File: src/rtl/pipelined_decode.sv
`default_nettype none
// ============================================================================
// Module   : pipelined_decode
// Brief    : LEGv8 decode stage - IF/ID register, control decode, register file
//            with write-through bypass, load-use stall, flush, ID/EX register.
// Revision : 1.0
// ============================================================================
module pipelined_decode #(
  parameter int WORD       = 64,
  parameter int INSTR_LEN  = 32,
  parameter int REG_ADDR_W = 5,
  parameter int ZERO_REG   = 31
) (
  input  logic                  clk,
  input  logic                  rst_n,
  input  logic                  i_if_valid,
  input  logic [WORD-1:0]       i_if_pc,
  input  logic [INSTR_LEN-1:0]  i_if_instruction,
  input  logic                  i_flush,
  input  logic                  i_wb_reg_write,
  input  logic [REG_ADDR_W-1:0] i_wb_write_reg,
  input  logic [WORD-1:0]       i_wb_write_data,
  output logic                  o_stall,
  output logic                  o_ex_valid,
  output logic [WORD-1:0]       o_ex_pc,
  output logic [10:0]           o_ex_opcode,
  output logic [WORD-1:0]       o_ex_read_data1,
  output logic [WORD-1:0]       o_ex_read_data2,
  output logic [WORD-1:0]       o_ex_sign_ext,
  output logic [REG_ADDR_W-1:0] o_ex_rn,
  output logic [REG_ADDR_W-1:0] o_ex_reg2,
  output logic [REG_ADDR_W-1:0] o_ex_rd,
  output logic                  o_ex_reg2_loc,
  output logic                  o_ex_uncondbranch,
  output logic                  o_ex_branch,
  output logic                  o_ex_mem_read,
  output logic                  o_ex_mem_to_reg,
  output logic                  o_ex_mem_write,
  output logic                  o_ex_alu_src,
  output logic                  o_ex_reg_write,
  output logic [1:0]            o_ex_alu_op,
  output logic                  o_ex_illegal
);

  localparam int                  NREGS     = 2**REG_ADDR_W;
  localparam logic [REG_ADDR_W-1:0] c_zero  = REG_ADDR_W'(ZERO_REG);
  localparam logic [10:0]         c_op_ldur = 11'b11111000010;
  localparam logic [10:0]         c_op_stur = 11'b11111000000;
  localparam logic [10:0]         c_op_add  = 11'b10001011000;
  localparam logic [10:0]         c_op_sub  = 11'b11001011000;
  localparam logic [10:0]         c_op_and  = 11'b10001010000;
  localparam logic [10:0]         c_op_orr  = 11'b10101010000;
  localparam logic [7:0]          c_op_cbz  = 8'b10110100;
  localparam logic [5:0]          c_op_b    = 6'b000101;

  typedef struct packed {
    logic                  valid;
    logic [WORD-1:0]       pc;
    logic [10:0]           opcode;
    logic [WORD-1:0]       rd1;
    logic [WORD-1:0]       rd2;
    logic [WORD-1:0]       sext;
    logic [REG_ADDR_W-1:0] rn;
    logic [REG_ADDR_W-1:0] reg2;
    logic [REG_ADDR_W-1:0] rd;
    logic                  reg2_loc;
    logic                  uncond;
    logic                  branch;
    logic                  mem_read;
    logic                  mem_to_reg;
    logic                  mem_write;
    logic                  alu_src;
    logic                  reg_write;
    logic [1:0]            alu_op;
    logic                  illegal;
  } ex_bundle_t;

  logic                  r_ifid_valid;
  logic [WORD-1:0]       r_ifid_pc;
  logic [INSTR_LEN-1:0]  r_ifid_instr;
  logic [WORD-1:0]       r_regs [NREGS];
  ex_bundle_t            r_ex;
  ex_bundle_t            w_dec;
  logic [10:0]           w_op;
  logic [REG_ADDR_W-1:0] w_rn, w_rm, w_rd;
  logic                  w_chk_rn, w_chk_r2, w_issue;

  assign w_op = r_ifid_instr[31:21];
  assign w_rd = REG_ADDR_W'(r_ifid_instr[4:0]);
  assign w_rn = REG_ADDR_W'(r_ifid_instr[9:5]);
  assign w_rm = REG_ADDR_W'(r_ifid_instr[20:16]);

  always_comb begin
    w_dec        = '0;
    w_chk_rn     = 1'b1;
    w_chk_r2     = 1'b0;
    w_dec.valid  = 1'b1;
    w_dec.pc     = r_ifid_pc;
    w_dec.opcode = w_op;
    if (w_op == c_op_ldur) begin
      w_dec.alu_src    = 1'b1;
      w_dec.mem_to_reg = 1'b1;
      w_dec.reg_write  = 1'b1;
      w_dec.mem_read   = 1'b1;
      w_dec.sext       = {{(WORD-9){r_ifid_instr[20]}}, r_ifid_instr[20:12]};
    end else if (w_op == c_op_stur) begin
      w_dec.reg2_loc  = 1'b1;
      w_dec.alu_src   = 1'b1;
      w_dec.mem_write = 1'b1;
      w_dec.sext      = {{(WORD-9){r_ifid_instr[20]}}, r_ifid_instr[20:12]};
      w_chk_r2        = 1'b1;
    end else if (w_op == c_op_add || w_op == c_op_sub || w_op == c_op_and || w_op == c_op_orr) begin
      w_dec.reg_write = 1'b1;
      w_dec.alu_op    = 2'b10;
      w_chk_r2        = 1'b1;
    end else if (w_op[10:3] == c_op_cbz) begin
      w_dec.reg2_loc = 1'b1;
      w_dec.branch   = 1'b1;
      w_dec.alu_op   = 2'b01;
      w_dec.sext     = {{(WORD-19){r_ifid_instr[23]}}, r_ifid_instr[23:5]};
      w_chk_rn       = 1'b0;
      w_chk_r2       = 1'b1;
    end else if (w_op[10:5] == c_op_b) begin
      w_dec.uncond = 1'b1;
      w_dec.sext   = {{(WORD-26){r_ifid_instr[25]}}, r_ifid_instr[25:0]};
      w_chk_rn     = 1'b0;
    end else begin
      w_dec.illegal = 1'b1;
    end
    w_dec.rn   = w_rn;
    w_dec.rd   = w_rd;
    w_dec.reg2 = w_dec.reg2_loc ? w_rd : w_rm;
    // Write-through: a register being written this cycle reads as the new value
    w_dec.rd1 = (w_rn == c_zero) ? '0 :
                (i_wb_reg_write && i_wb_write_reg == w_rn) ? i_wb_write_data : r_regs[w_rn];
    w_dec.rd2 = (w_dec.reg2 == c_zero) ? '0 :
                (i_wb_reg_write && i_wb_write_reg == w_dec.reg2) ? i_wb_write_data : r_regs[w_dec.reg2];
  end

  assign o_stall = !i_flush && r_ifid_valid && r_ex.valid && r_ex.mem_read && (r_ex.rd != c_zero) &&
                   ((w_chk_rn && r_ex.rd == w_rn) || (w_chk_r2 && r_ex.rd == w_dec.reg2));
  assign w_issue = r_ifid_valid && !i_flush && !o_stall;

  always_ff @(posedge clk or negedge rst_n) begin
    if (!rst_n) begin
      r_ifid_valid <= 1'b0;
      r_ifid_pc    <= '0;
      r_ifid_instr <= '0;
    end else if (i_flush) begin
      r_ifid_valid <= 1'b0;
      r_ifid_pc    <= '0;
      r_ifid_instr <= '0;
    end else if (!o_stall) begin
      r_ifid_valid <= i_if_valid;
      r_ifid_pc    <= i_if_valid ? i_if_pc : '0;
      r_ifid_instr <= i_if_valid ? i_if_instruction : '0;
    end
  end

  always_ff @(posedge clk or negedge rst_n) begin
    if (!rst_n) begin
      for (int i = 0; i < NREGS; i++) r_regs[i] <= '0;
    end else if (i_wb_reg_write && i_wb_write_reg != c_zero) begin
      r_regs[i_wb_write_reg] <= i_wb_write_data;
    end
  end

  // Stall, flush and empty IF/ID all inject an all-zero bubble
  always_ff @(posedge clk or negedge rst_n) begin
    if (!rst_n) r_ex <= '0;
    else        r_ex <= w_issue ? w_dec : '0;
  end

  assign o_ex_valid        = r_ex.valid;
  assign o_ex_pc           = r_ex.pc;
  assign o_ex_opcode       = r_ex.opcode;
  assign o_ex_read_data1   = r_ex.rd1;
  assign o_ex_read_data2   = r_ex.rd2;
  assign o_ex_sign_ext     = r_ex.sext;
  assign o_ex_rn           = r_ex.rn;
  assign o_ex_reg2         = r_ex.reg2;
  assign o_ex_rd           = r_ex.rd;
  assign o_ex_reg2_loc     = r_ex.reg2_loc;
  assign o_ex_uncondbranch = r_ex.uncond;
  assign o_ex_branch       = r_ex.branch;
  assign o_ex_mem_read     = r_ex.mem_read;
  assign o_ex_mem_to_reg   = r_ex.mem_to_reg;
  assign o_ex_mem_write    = r_ex.mem_write;
  assign o_ex_alu_src      = r_ex.alu_src;
  assign o_ex_reg_write    = r_ex.reg_write;
  assign o_ex_alu_op       = r_ex.alu_op;
  assign o_ex_illegal      = r_ex.illegal;

endmodule
`default_nettype wire

File: config.mk
export PLATFORM = sky130hd
export DESIGN_NAME = pipelined_decode
export DESIGN_NICKNAME = d
export VERILOG_FILES = /design/src/rtl/pipelined_decode.sv
export SDC_FILE = /design/constraint.sdc
export NUM_CORES = 2
export LEC_CHECK = 0
export ABC_CLOCK_PERIOD_IN_PS = 7200
export CORE_ASPECT_RATIO = 1.1
export CORE_MARGIN = 4
export CORE_UTILIZATION = 45
export DETAILED_ROUTE_END_ITERATION = 10
export PLACE_DENSITY = 0.67
export REMOVE_ABC_BUFFERS = 1
export SLEW_MARGIN = 5
export SYNTH_ARGS = -nofsm -noshare
export SYNTH_HDL_FRONTEND = slang
export SYNTH_SLANG_ARGS = --single-unit
File: constraint.sdc
create_clock -name clk -period 7.2 [get_ports clk]
set_input_delay 1.08 -clock clk [delete_from_list [all_inputs] [get_ports clk]]
set_output_delay 1.08 -clock clk [all_outputs]
set_load 0.03 [all_outputs]
==> summary by stage <==
Run status
The flow ran to the end, but the final reports show violations. The checks that failed: max-slew violations.

STA
The final hold violation count is 0. The total of endpoints with negative setup slack in the final report is 0. At the pin with the least slew margin, the transition time is 1.58 ns. On the final layout, the worst clock skew is about 0.057 ns. The setup total negative slack is 0 ns. The total count of max-transition violations in the final report is 82.

Setup repair after global routing left no endpoint under its margin. Headroom to the max-slew limit came out at -5.46%. Subtracting the final worst setup slack from the clock period gives ~6.3 ns.

On the final layout, the worst hold slack is 0.124 ns. The highest achievable clock rate is 158 MHz. The worst path uses 88.0% of the clock period.

Floorplan
The floorplan step defined a core boundary enclosing 273000 sq um. The initial core utilization is 45.2%. The number of core rows is 201. The die outline height is roughly 560 um.

In this run the count of I/O pins placed on the die edge is between 400 and 500. The die outline area is 282000 sq um. The floorplan step set the die width to 507 um.

Placement
At the end of routability-driven placement, the weighted congestion stood at 0.866. The cell count after placement is 13000. Summed over all nets, the half-perimeter wirelength after detailed placement is between 200000 and 250000 um. Buffers placed on the I/O ports in this run total 464.

Power
The worst-case IR drop observed on VDD is ~0.23 mV. Per report_power, the combinational group accounts for 17.5% of the total. Power comes to 0.0376 W.

The net switching component of the power is slightly above 0.01 W. The power per cell area is 271 nW/um^2. The internal power contribution is 0.0273 W.

The part of the power in the clock network is 36.0%. In this run, flip-flops and latches consume a little under half of the power. In this run the static leakage power is 58.8 nW. The switching portion of total power is 27.4%.

Synthesis
The post-synthesis instance area is between 100000 and 150000 sq um. In the post-synthesis netlist, the biggest area contributors are sky130_fd_sc_hd__dfrtp_1, sky130_fd_sc_hd__mux2_2, sky130_fd_sc_hd__mux4_2. The number of flops mapped to enable cells by yosys is 0. The count of cell types in the netlist is 63. The synthesized netlist cell count is 9847. The cell taking the most area after synthesis is sky130_fd_sc_hd__dfrtp_1. The share of the yosys chip area belonging to registers is roughly half. Counting flops with an async set or reset pin after synthesis yields a share of 100%.

The top cell type by area accounts for 48.7% of the synthesized area. The mean instance size in the synthesized netlist is 12.5 sq um. The warning count from the yosys run is 0.

The number of synthesized register bits is 2399. The most used flip-flop cell after synthesis is sky130_fd_sc_hd__dfrtp_1.

Clock network
In this run the clock root is driven by a sky130_fd_sc_hd__clkbuf_16. The hold buffer count at CTS is 0. The post-CTS setup buffer count is 0. The clock-pin transition on the worst setup and hold timing paths is 0.06 ns. For this design, the sink count on the clock tree is between 2000 and 2500. The later pin in the worst-skew pair is clocked with a latency of 0.94 ns. The total CTS buffers is 249.

TritonCTS built the clock tree. The H-tree depth is 4. In this run, post-CTS repair resized a total of 0 instances.

Counting along the longest clock path gives a buffer depth of 4.

Global routing
The aggregate global-route resource usage is 30.1%. For this run the aggregate overflow at the end of global routing stands at 0. The via count of the first global-routing pass is 92500.

Entering global routing, the biggest net connects 187 pins. The initial antenna violation count is 17. The first global-routing pass estimated 638000 um of wire.

Drt
In the routed design, unresolved DRC markers number 0. The highest routing layer actually used is met5. The per-cell via count in the routed design is approximately 6.8. The count of vias placed by the detailed router is slightly above 90000. The wire length on met3 is 47100 um.

After detailed routing, the average wire length per cell comes to about 32 um. The detailed-route wire length is 435000 um. In this run the remaining antenna-violating nets after routing total 0. For this block, wires on met1 add up to approximately 170000 um. The iteration count of the initial detailed-routing pass is 8. After the first detailed-routing iteration, the DRC count stood at 11600. After detailed routing, the met2 layer carries 197000 um of wire.

Finish
The library cell used most frequently in the layout, excluding fill and tap cells, is sky130_fd_sc_hd__dfrtp_1. The area added between synthesis and finish is 12.7%. The top cell types in the final layout, fill and taps aside, are sky130_fd_sc_hd__dfrtp_1, sky130_fd_sc_hd__mux2_2, sky130_fd_sc_hd__nand2_1, sky130_fd_sc_hd__mux4_2, sky130_fd_sc_hd__a211oi_1.

The finished layout holds 13500 standard cells, fillers aside. Cells with a size suffix above 1 make up around a third of the layout. For this run, the post-layout net count is 9765.

Worst setup path
The stage delay of the slowest cell on the critical path is 0.67 ns. The highest-delay cell along the critical path is sky130_fd_sc_hd__or4b_1. The critical path goes through or4b_1 > o32ai_4 > nand3_4 > and2_4 > a22o_1 > o31ai_1 > nand2_4 > inv_2 > buf_4. Data on the critical path arrives at its endpoint at 5.25 ns. The number of buffers and inverters on the critical path is 2. The kind of end point of the critical path is an output port. The type of the setup path with the least slack is reg2out. The startpoint type of the worst setup path is a flop.

The required time at the worst-slack endpoint is 6.12 ns. Measured in cells, the most critical reg-to-reg path has a length of 12. The cell family with the largest share of critical-path delay is simple AND/OR/NAND/NOR gates. Along the worst path, the maximum fanout reaches between 40 and 50. The number of stages on the worst setup path is 9.

Job
The tool flagged a number of max-cap violations equal to 0.

Min path
The worst min-delay path category is in2async.
## sequential cells by signal, indices dropped and copies added, names as in the netlist
signal	flops
o_ex_read_data1	64
o_ex_pc	64
o_ex_mem_write	1
o_ex_opcode	11
o_ex_alu_op	2
o_ex_rd	5
r_ifid_valid	1
o_ex_valid	1
r_ifid_instr	32
r_regs	2048
o_ex_alu_src	1
o_ex_reg2_loc	1
o_ex_rn	5
o_ex_read_data2	64
o_ex_uncondbranch	1
o_ex_reg2	5
o_ex_reg_write	1
o_ex_mem_read	1
r_ifid_pc	64
o_ex_sign_ext	26
o_ex_illegal	1
## kinds of logic (layout without fill, tap and decap cells)
group | Yosys count | in the layout | share of synthesized area [%]
muxes | 2794 | 2794 | 31.2
DFF | 2399 | 2399 | 48.7
and+or+nand+nor | 2167 | 2167 | 8.33
AOI/OAI and AO/OA | 1292 | 1292 | 7.82
buffers and inverters | 1183 | 1132 | 3.85
xor gates and xnor gates | 12 | 12 | 0.0853
other | 0 | 8 | 0
## synth_stat cells, types with 13 or more instances
master and count:
sky130_fd_sc_hd__a311oi_1 191, sky130_fd_sc_hd__o21ai_0 14, sky130_fd_sc_hd__o22ai_1 17, sky130_fd_sc_hd__a211oi_1 626, sky130_fd_sc_hd__nand2_1 1082, sky130_fd_sc_hd__and2_1 86
sky130_fd_sc_hd__mux4_2 640, sky130_fd_sc_hd__nor3_1 80, sky130_fd_sc_hd__buf_2 85, sky130_fd_sc_hd__a21oi_1 41, sky130_fd_sc_hd__a221oi_1 61, sky130_fd_sc_hd__a22oi_1 77
sky130_fd_sc_hd__a31oi_1 229, sky130_fd_sc_hd__inv_1 13, sky130_fd_sc_hd__nand3_1 111, sky130_fd_sc_hd__buf_1 114, sky130_fd_sc_hd__and3_1 545, sky130_fd_sc_hd__mux2_2 1986
sky130_fd_sc_hd__mux2i_1 168, sky130_fd_sc_hd__nor2_1 165, sky130_fd_sc_hd__nor4_1 57, sky130_fd_sc_hd__clkbuf_1 919, sky130_fd_sc_hd__buf_4 48, sky130_fd_sc_hd__dfrtp_1 2399
## worst paths after layout
check | start | slack (ns) | end
max in group asynchronous | rst_n | 4.93 | r_regs[545]
setup reg to reg | r_ifid_instr[21] | 1.72 | o_ex_read_data2[63]
hold reg to reg | r_regs[48] | 0.40 | r_regs[48]
setup / recovery | r_ifid_instr[21] | 0.87 | o_stall
min in group clk | r_regs[48] | 0.40 | r_regs[48]
hold / removal | rst_n | 0.12 | o_ex_pc[54]
## power groups by stage
stage / Combinational (W) / Clock [W] / Sequential, W
final: 0.00658 / 0.0135 / 0.0175
after global routing: 0.00709 / 0.0142 / 0.0177
after CTS: 0.00657 / 0.0137 / 0.0174
after detailed placement: 0.00652 / 0 / 0.0176
after global placement: 0.00631 / 0 / 0.0174
after floorplan: 0.00503 / 0 / 0.0172
## layout make-up
| cell class | count | area [sq um] |
|---|---|---|
| Clock buffer | 358 | 7320 |
| Fill cell | 22900 | 134000 |
| Timing Repair Buffer | 665 | 6820 |
| Tap cell | 3654 | 4570 |
| Clock inverter | 94 | 1180 |
| Multi-Input combinational cell | 6265 | 58900 |
| Sequential cell | 2399 | 60100 |
| Inverter | 15 | 56.3 |
| Antenna cell | 8 | 20.0 |
## metal layers
metal,global-route usage (%),up-vias
met5,0,-
met4,13.9,12
met3,7.43,1282
met2,46.4,5785
met1,40.2,48000
li1,-,36400
## worst register-to-register path, delay by kind of cell, from the launching register on
family	cells	cell delay [ns]
simple gates	5	2.46
flops	1	0.43
buf+inv	2	0.75
compound gates	5	1.68
## metrics by stage
step           util, %  worst slack, ns  cell area (sq um)
6_report          51.0            0.866             139000
5_1_grt           50.9            0.721             139000
4_1_cts           50.9            0.849             139000
3_5_place_dp      47.8             1.89             130000
3_3_place_gp      47.8             1.88             130000
2_1_floorplan        -           -16.91             119000
No activity file was read; power rests on OpenSTA's default activity.
